## src/rtl/perceptron_pkg.sv

```systemverilog
// Shared types and default feature widths for the digit perceptron datapath.
package perceptron_pkg;

    localparam int unsigned EDGE_W_DEF  = 3;
    localparam int unsigned CURVE_W_DEF = 4;

    typedef enum logic [1:0] {
        IDLE,
        COLLECT,
        HOLD
    } state_t;

endpackage

```

## src/rtl/stroke_feature_accumulator_sat_counter.sv

```systemverilog
// Saturating up-counter with synchronous clear; sat_hit flags an increment
// request that arrives while the counter is already at its maximum.
module sat_counter #(
    parameter int unsigned W = 3
) (
    input  logic         clk,
    input  logic         rst_n,
    input  logic         clr,
    input  logic         inc,
    output logic [W-1:0] cnt,
    output logic         sat_hit
);

    assign sat_hit = inc && (cnt == '1);

    always_ff @(posedge clk or negedge rst_n) begin
        if (!rst_n) begin
            cnt <= '0;
        end else if (clr) begin
            cnt <= '0;
        end else if (inc && !sat_hit) begin
            cnt <= cnt + W'(1);
        end
    end

endmodule

```

## src/rtl/stroke_feature_accumulator.sv

```systemverilog
// Counts edge/curve strokes per glyph frame and hands the saturated pair
// downstream over valid/ready. Define STROKE_OVF_EN to add the ovf output.
module stroke_feature_accumulator
    import perceptron_pkg::*;
#(
    parameter int unsigned EDGE_W  = EDGE_W_DEF,
    parameter int unsigned CURVE_W = CURVE_W_DEF
) (
    input  logic               clk,
    input  logic               rst_n,
    input  logic               frame_start,
    input  logic               frame_end,
    input  logic               stroke_valid,
    input  logic               stroke_is_curve,
    output logic               frame_ready,
    output logic               feat_valid,
    input  logic               feat_ready,
    output logic [EDGE_W-1:0]  edges,
    output logic [CURVE_W-1:0] curves
`ifdef STROKE_OVF_EN
    ,
    output logic               ovf
`endif
);

    state_t state, state_next;

    logic               cnt_clr;
    logic               stroke_ok;
    logic               inc_edge, inc_curve;
    logic               edge_sat_hit, curve_sat_hit;
    logic [EDGE_W-1:0]  edge_cnt, edge_fin, load_edges;
    logic [CURVE_W-1:0] curve_cnt, curve_fin, load_curves;
    logic               out_free;
    logic               load;
`ifdef STROKE_OVF_EN
    logic               ovf_flag;
    logic               load_ovf;
`endif

    // A restart cycle (frame_start without frame_end) discards its stroke.
    assign stroke_ok = (state == COLLECT) && stroke_valid && !(frame_start && !frame_end);
    assign inc_edge  = stroke_ok && !stroke_is_curve;
    assign inc_curve = stroke_ok && stroke_is_curve;

    // Final counts including a stroke arriving in the frame_end cycle.
    assign edge_fin  = (inc_edge && !edge_sat_hit)   ? edge_cnt + EDGE_W'(1)   : edge_cnt;
    assign curve_fin = (inc_curve && !curve_sat_hit) ? curve_cnt + CURVE_W'(1) : curve_cnt;

    assign out_free    = !feat_valid || feat_ready;
    assign frame_ready = (state != HOLD);

    sat_counter #(.W(EDGE_W)) u_edge_cnt (
        .clk     (clk),
        .rst_n   (rst_n),
        .clr     (cnt_clr),
        .inc     (inc_edge),
        .cnt     (edge_cnt),
        .sat_hit (edge_sat_hit)
    );

    sat_counter #(.W(CURVE_W)) u_curve_cnt (
        .clk     (clk),
        .rst_n   (rst_n),
        .clr     (cnt_clr),
        .inc     (inc_curve),
        .cnt     (curve_cnt),
        .sat_hit (curve_sat_hit)
    );

    always_ff @(posedge clk or negedge rst_n) begin
        if (!rst_n) begin
            state <= IDLE;
        end else begin
            state <= state_next;
        end
    end

    always_comb begin
        state_next  = state;
        cnt_clr     = 1'b0;
        load        = 1'b0;
        load_edges  = edge_cnt;
        load_curves = curve_cnt;
`ifdef STROKE_OVF_EN
        load_ovf    = ovf_flag;
`endif
        unique case (state)
            IDLE: begin
                if (frame_start) begin
                    cnt_clr = 1'b1;
                    if (frame_end) begin
                        load_edges  = '0;
                        load_curves = '0;
`ifdef STROKE_OVF_EN
                        load_ovf    = 1'b0;
`endif
                        load       = out_free;
                        state_next = out_free ? IDLE : HOLD;
                    end else begin
                        state_next = COLLECT;
                    end
                end
            end
            COLLECT: begin
                if (frame_end) begin
                    load_edges  = edge_fin;
                    load_curves = curve_fin;
`ifdef STROKE_OVF_EN
                    load_ovf    = ovf_flag || edge_sat_hit || curve_sat_hit;
`endif
                    load       = out_free;
                    state_next = out_free ? IDLE : HOLD;
                end else if (frame_start) begin
                    cnt_clr = 1'b1;
                end
            end
            HOLD: begin
                if (out_free) begin
                    load       = 1'b1;
                    state_next = IDLE;
                end
            end
            default: state_next = IDLE;
        endcase
    end

    always_ff @(posedge clk or negedge rst_n) begin
        if (!rst_n) begin
            feat_valid <= 1'b0;
            edges      <= '0;
            curves     <= '0;
        end else if (load) begin
            feat_valid <= 1'b1;
            edges      <= load_edges;
            curves     <= load_curves;
        end else if (feat_valid && feat_ready) begin
            feat_valid <= 1'b0;
        end
    end

`ifdef STROKE_OVF_EN
    always_ff @(posedge clk or negedge rst_n) begin
        if (!rst_n) begin
            ovf_flag <= 1'b0;
        end else if (cnt_clr) begin
            ovf_flag <= 1'b0;
        end else if (edge_sat_hit || curve_sat_hit) begin
            ovf_flag <= 1'b1;
        end
    end

    always_ff @(posedge clk or negedge rst_n) begin
        if (!rst_n) begin
            ovf <= 1'b0;
        end else if (load) begin
            ovf <= load_ovf;
        end
    end
`endif

endmodule

```

## config.mk

```make
export PLATFORM = sky130hd
export DESIGN_NAME = stroke_feature_accumulator
export DESIGN_NICKNAME = d
export VERILOG_FILES = /design/src/rtl/perceptron_pkg.sv /design/src/rtl/stroke_feature_accumulator_sat_counter.sv /design/src/rtl/stroke_feature_accumulator.sv
export SDC_FILE = /design/constraint.sdc
export NUM_CORES = 1
export LEC_CHECK = 0
export ABC_AREA = 1
export CAP_MARGIN = 10
export CORE_MARGIN = 10
export CORE_UTILIZATION = 53
export CTS_BUF_LIST = sky130_fd_sc_hd__clkbuf_16
export CTS_CLUSTER_SIZE = 25
export DETAILED_ROUTE_END_ITERATION = 8
export PLACE_DENSITY = 0.81
export RECOVER_POWER = 25
export SYNTH_ARGS = -nofsm -noshare
export SYNTH_HDL_FRONTEND = slang
export SYNTH_HIERARCHICAL = 1
export SYNTH_SLANG_ARGS = --single-unit
```

## constraint.sdc

```tcl
create_clock -name clk -period 2 [get_ports clk]
set_input_delay 0.5 -clock clk [delete_from_list [all_inputs] [get_ports clk]]
set_output_delay 0.5 -clock clk [all_outputs]
set_load 0.02 [all_outputs]
```

==> results.toml <==
[run_status]
outcome = "finished, final reports clean"

[floorplanning]
core_um2 = 1980
die_h_um = 65.7
fp.dieW_um = 65.7
start_util_pct = 55.9
rows = 16
ios = 16
die-area_um2 = 4320

[timing]
finalSetupViolations = 0
finalClockSkew_ns = 0.00179
period_minus_slack_ns = 1.83
rsz0062_at_grt = "false"
max_freq_mhz = 547
finalCritPeriodShare_pct = 91.4
finalSetupTns_ns = 0
tightest_slew_ns = 0.927
slew_headroom_pct = 38.2
slew_violations = 0
hold_viol_final = 0

[synth]
synth-seq-area-share_pct = 38.4
synth_cell_types = 20
syn_area_um2 = 1110
synth.avg_cell_area_um2 = 7.34
yosysWarnings = 6
synth_cells = 151
synth_fp_nets = 163
ys_ff_latch = 17

[final_layout]
layoutNonFillerInstCount = 205
synthToLayoutAreaGrowth_pct = 29.3
utilization_pct = 72.3
antenna_cells = 0
drive_above_1_share_pct = 14.6
design_area_um2 = 1430
finalNetCount = 191
final_common_cell = "nand2_1"
final_cell_mix = "38 x nand2_1, 21 x inv_1, 17 x dfrtp_1"
fillers = 153

[critical_path]
end_kind = "register"
crit_required_ns = 2.18
worstPathMaxFanout = 6
cp-start-kind = "primary input"
criticalPathCategory = "in2reg"
cpPeakStageDelay_ns = 0.48
cp.arrival_ns = 2.00
crit_path_frequent_cell = "nand2_1"
cpMaxStageDelayCell = "clkdlybuf4s50_1"
path_cells = "clkdlybuf4s50_1 -> nand2_1 -> nand3_4 -> nor2_4 -> inv_1 -> nor2_1 -> nor2_2 -> nand4_1 -> nand2_1 -> nand3_1 -> a21oi_1"

[clocking]
cts_setup_buffers = 0
cts_tree = "yes"
root_buffer = "clkbuf_16"
numClockSinks = 17
clk_pin_slew_ns = 0.05
clk_path_buf_depth = 2
cts_max_level = 1
clock_latency_ns = 0.25
cts-buffers-inserted = 3

[hold_path]
hold_path_class = "reg2reg"

[pwr]
p_leak_nw = 0.729
seq_power_share_pct = 36.7
power.switching_w = 0.000357
combPwrFrac_pct = 29.6
switching_share_pct = 30.5
internal_power_w = 0.000814
clkPwrFrac_pct = 33.7
power_density_nw_per_um2 = 817
irDropWorstVdd_v = 0.000524

[placement]
dp.cells = 201
placed_cell_area_um2 = 1350
dp_hpwl_um = 1880
io_buffers = 15
gp_congestion = 0.922

[routing]
drt-total-wl_um = 2500
first_iter_violations = 60
num_vias = 1091
via_per_inst = 5.32
drtPass1Iterations = 4
wl_per_cell_um = 12.2
detail-route-antenna-nets = 0
drc = 0

[global_routing]
grt.total_usage_pct = 12.6
grt_pass1_wl_um = 4420
antenna_found_initial = 0
grt_max_degree = 18
grt_pass1_vias = 1088
overflow = 0

[flow_run]
drv_cap = 0
==> routing by layer <==
| layer | GRT usage (%) | routed length, um | vias to the layer above |
|---|---|---|---|
| met5 | 0 | 0 | - |
| li1 | - | - | 548 |
| met2 | 21.0 | 1160 | 40 |
| met4 | 6.95 | 40 | 0 |
| met1 | 14.5 | 1100 | 498 |
| met3 | 3.05 | 200 | 5 |
==> stage by stage <==
step                      power [W]  setup WS [ns]  hold WS (ns)
after global routing        0.00123         0.0280         0.502
after floorplan            0.000624          0.349         0.204
after CTS                   0.00118         0.0539         0.483
after detailed placement   0.000788         -0.237         0.469
final                       0.00117          0.173         0.481
after global placement     0.000780         -0.170         0.464
==> cell type report <==
class / instances / area [um2] / area share, %
tap: 27 / 33.8 / 2.36
multi-input combinational: 109 / 594 / 41.4
clock buffer: 3 / 75.1 / 5.24
sequential: 17 / 425 / 29.7
inverter: 25 / 93.8 / 6.54
timing repair buffer: 23 / 208 / 14.5
clock inverter: 1 / 3.75 / 0.262
==> registers in the layout (all words and copies together) (netlist names) <==
register,cells
edges,3
u_curve_cnt/cnt,4
curves,4
u_edge_cnt/cnt,3
state,2
feat_valid,1
==> critical path, delay by kind of cell <==
family | cells | cell delay (ns)
compound gates | 1 | 0.12
buf+inv | 2 | 0.53
simple gates | 8 | 0.86
==> worst paths after layout <==
path / startpoint / end / slack [ns] / cells after the start
worst min-delay path: curves[0] / curves[0] / 0.48 / 2
max in group asynchronous: rst_n / curves[1] / 0.53 / 2
worst min register to register: curves[0] / curves[0] / 0.48 / 2
min in group asynchronous: rst_n / u_curve_cnt/cnt[2] / 0.90 / 2
worst max-delay path: frame_start / curves[3] / 0.17 / 11
worst max register to register: u_edge_cnt/cnt[0] / edges[0] / 0.27 / 10
==> Yosys cell counts <==
master | number | area [um2]
o21ai_1 | 2 | 10.0
o21ai_0 | 1 | 5.00
inv_1 | 20 | 75.1
nand4_1 | 10 | 62.6
o2111ai_1 | 1 | 8.76
ha_1 | 5 | 62.6
nor2_4 | 5 | 56.3
nand2_2 | 1 | 6.26
inv_2 | 5 | 18.8
nor2_1 | 15 | 56.3
a21oi_1 | 12 | 60.1
dfrtp_1 | 17 | 425
nand3_4 | 1 | 17.5
or2_2 | 1 | 6.26
nand3_1 | 13 | 65.1
nor2_2 | 1 | 6.26
and3_1 | 1 | 6.26
nand3b_1 | 1 | 7.51
nand2_1 | 38 | 143
o211a_1 | 1 | 10.0
==> power groups by stage <==
stage / Sequential (W) / Combinational, W / Clock, W
after CTS: 0.000431 / 0.000352 / 0.000399
after detailed placement: 0.000437 / 0.000351 / 0
final: 0.000430 / 0.000347 / 0.000394
after floorplan: 0.000491 / 0.000132 / 0
after global placement: 0.000434 / 0.000347 / 0
after global routing: 0.000438 / 0.000381 / 0.000410
==> cells by family (layout without fill, tap and decap cells) <==
logic type | after synthesis | in the layout | share of synthesized area, %
buffers and inverters | 25 | 52 | 8.47
AOI/OAI and AO/OA | 17 | 17 | 8.47
and+or+nand+nor | 87 | 87 | 39.1
adders and majority gates | 5 | 5 | 5.64
DFF | 17 | 17 | 38.4
==> what timing repair did <==
action | in CTS | in global routing
resized for setup | 2 | 2
cloned | 0 | 0
hold buffers | 0 | 0
setup endpoints to repair | 2 | 7
Power figures use the tool's default switching activity.
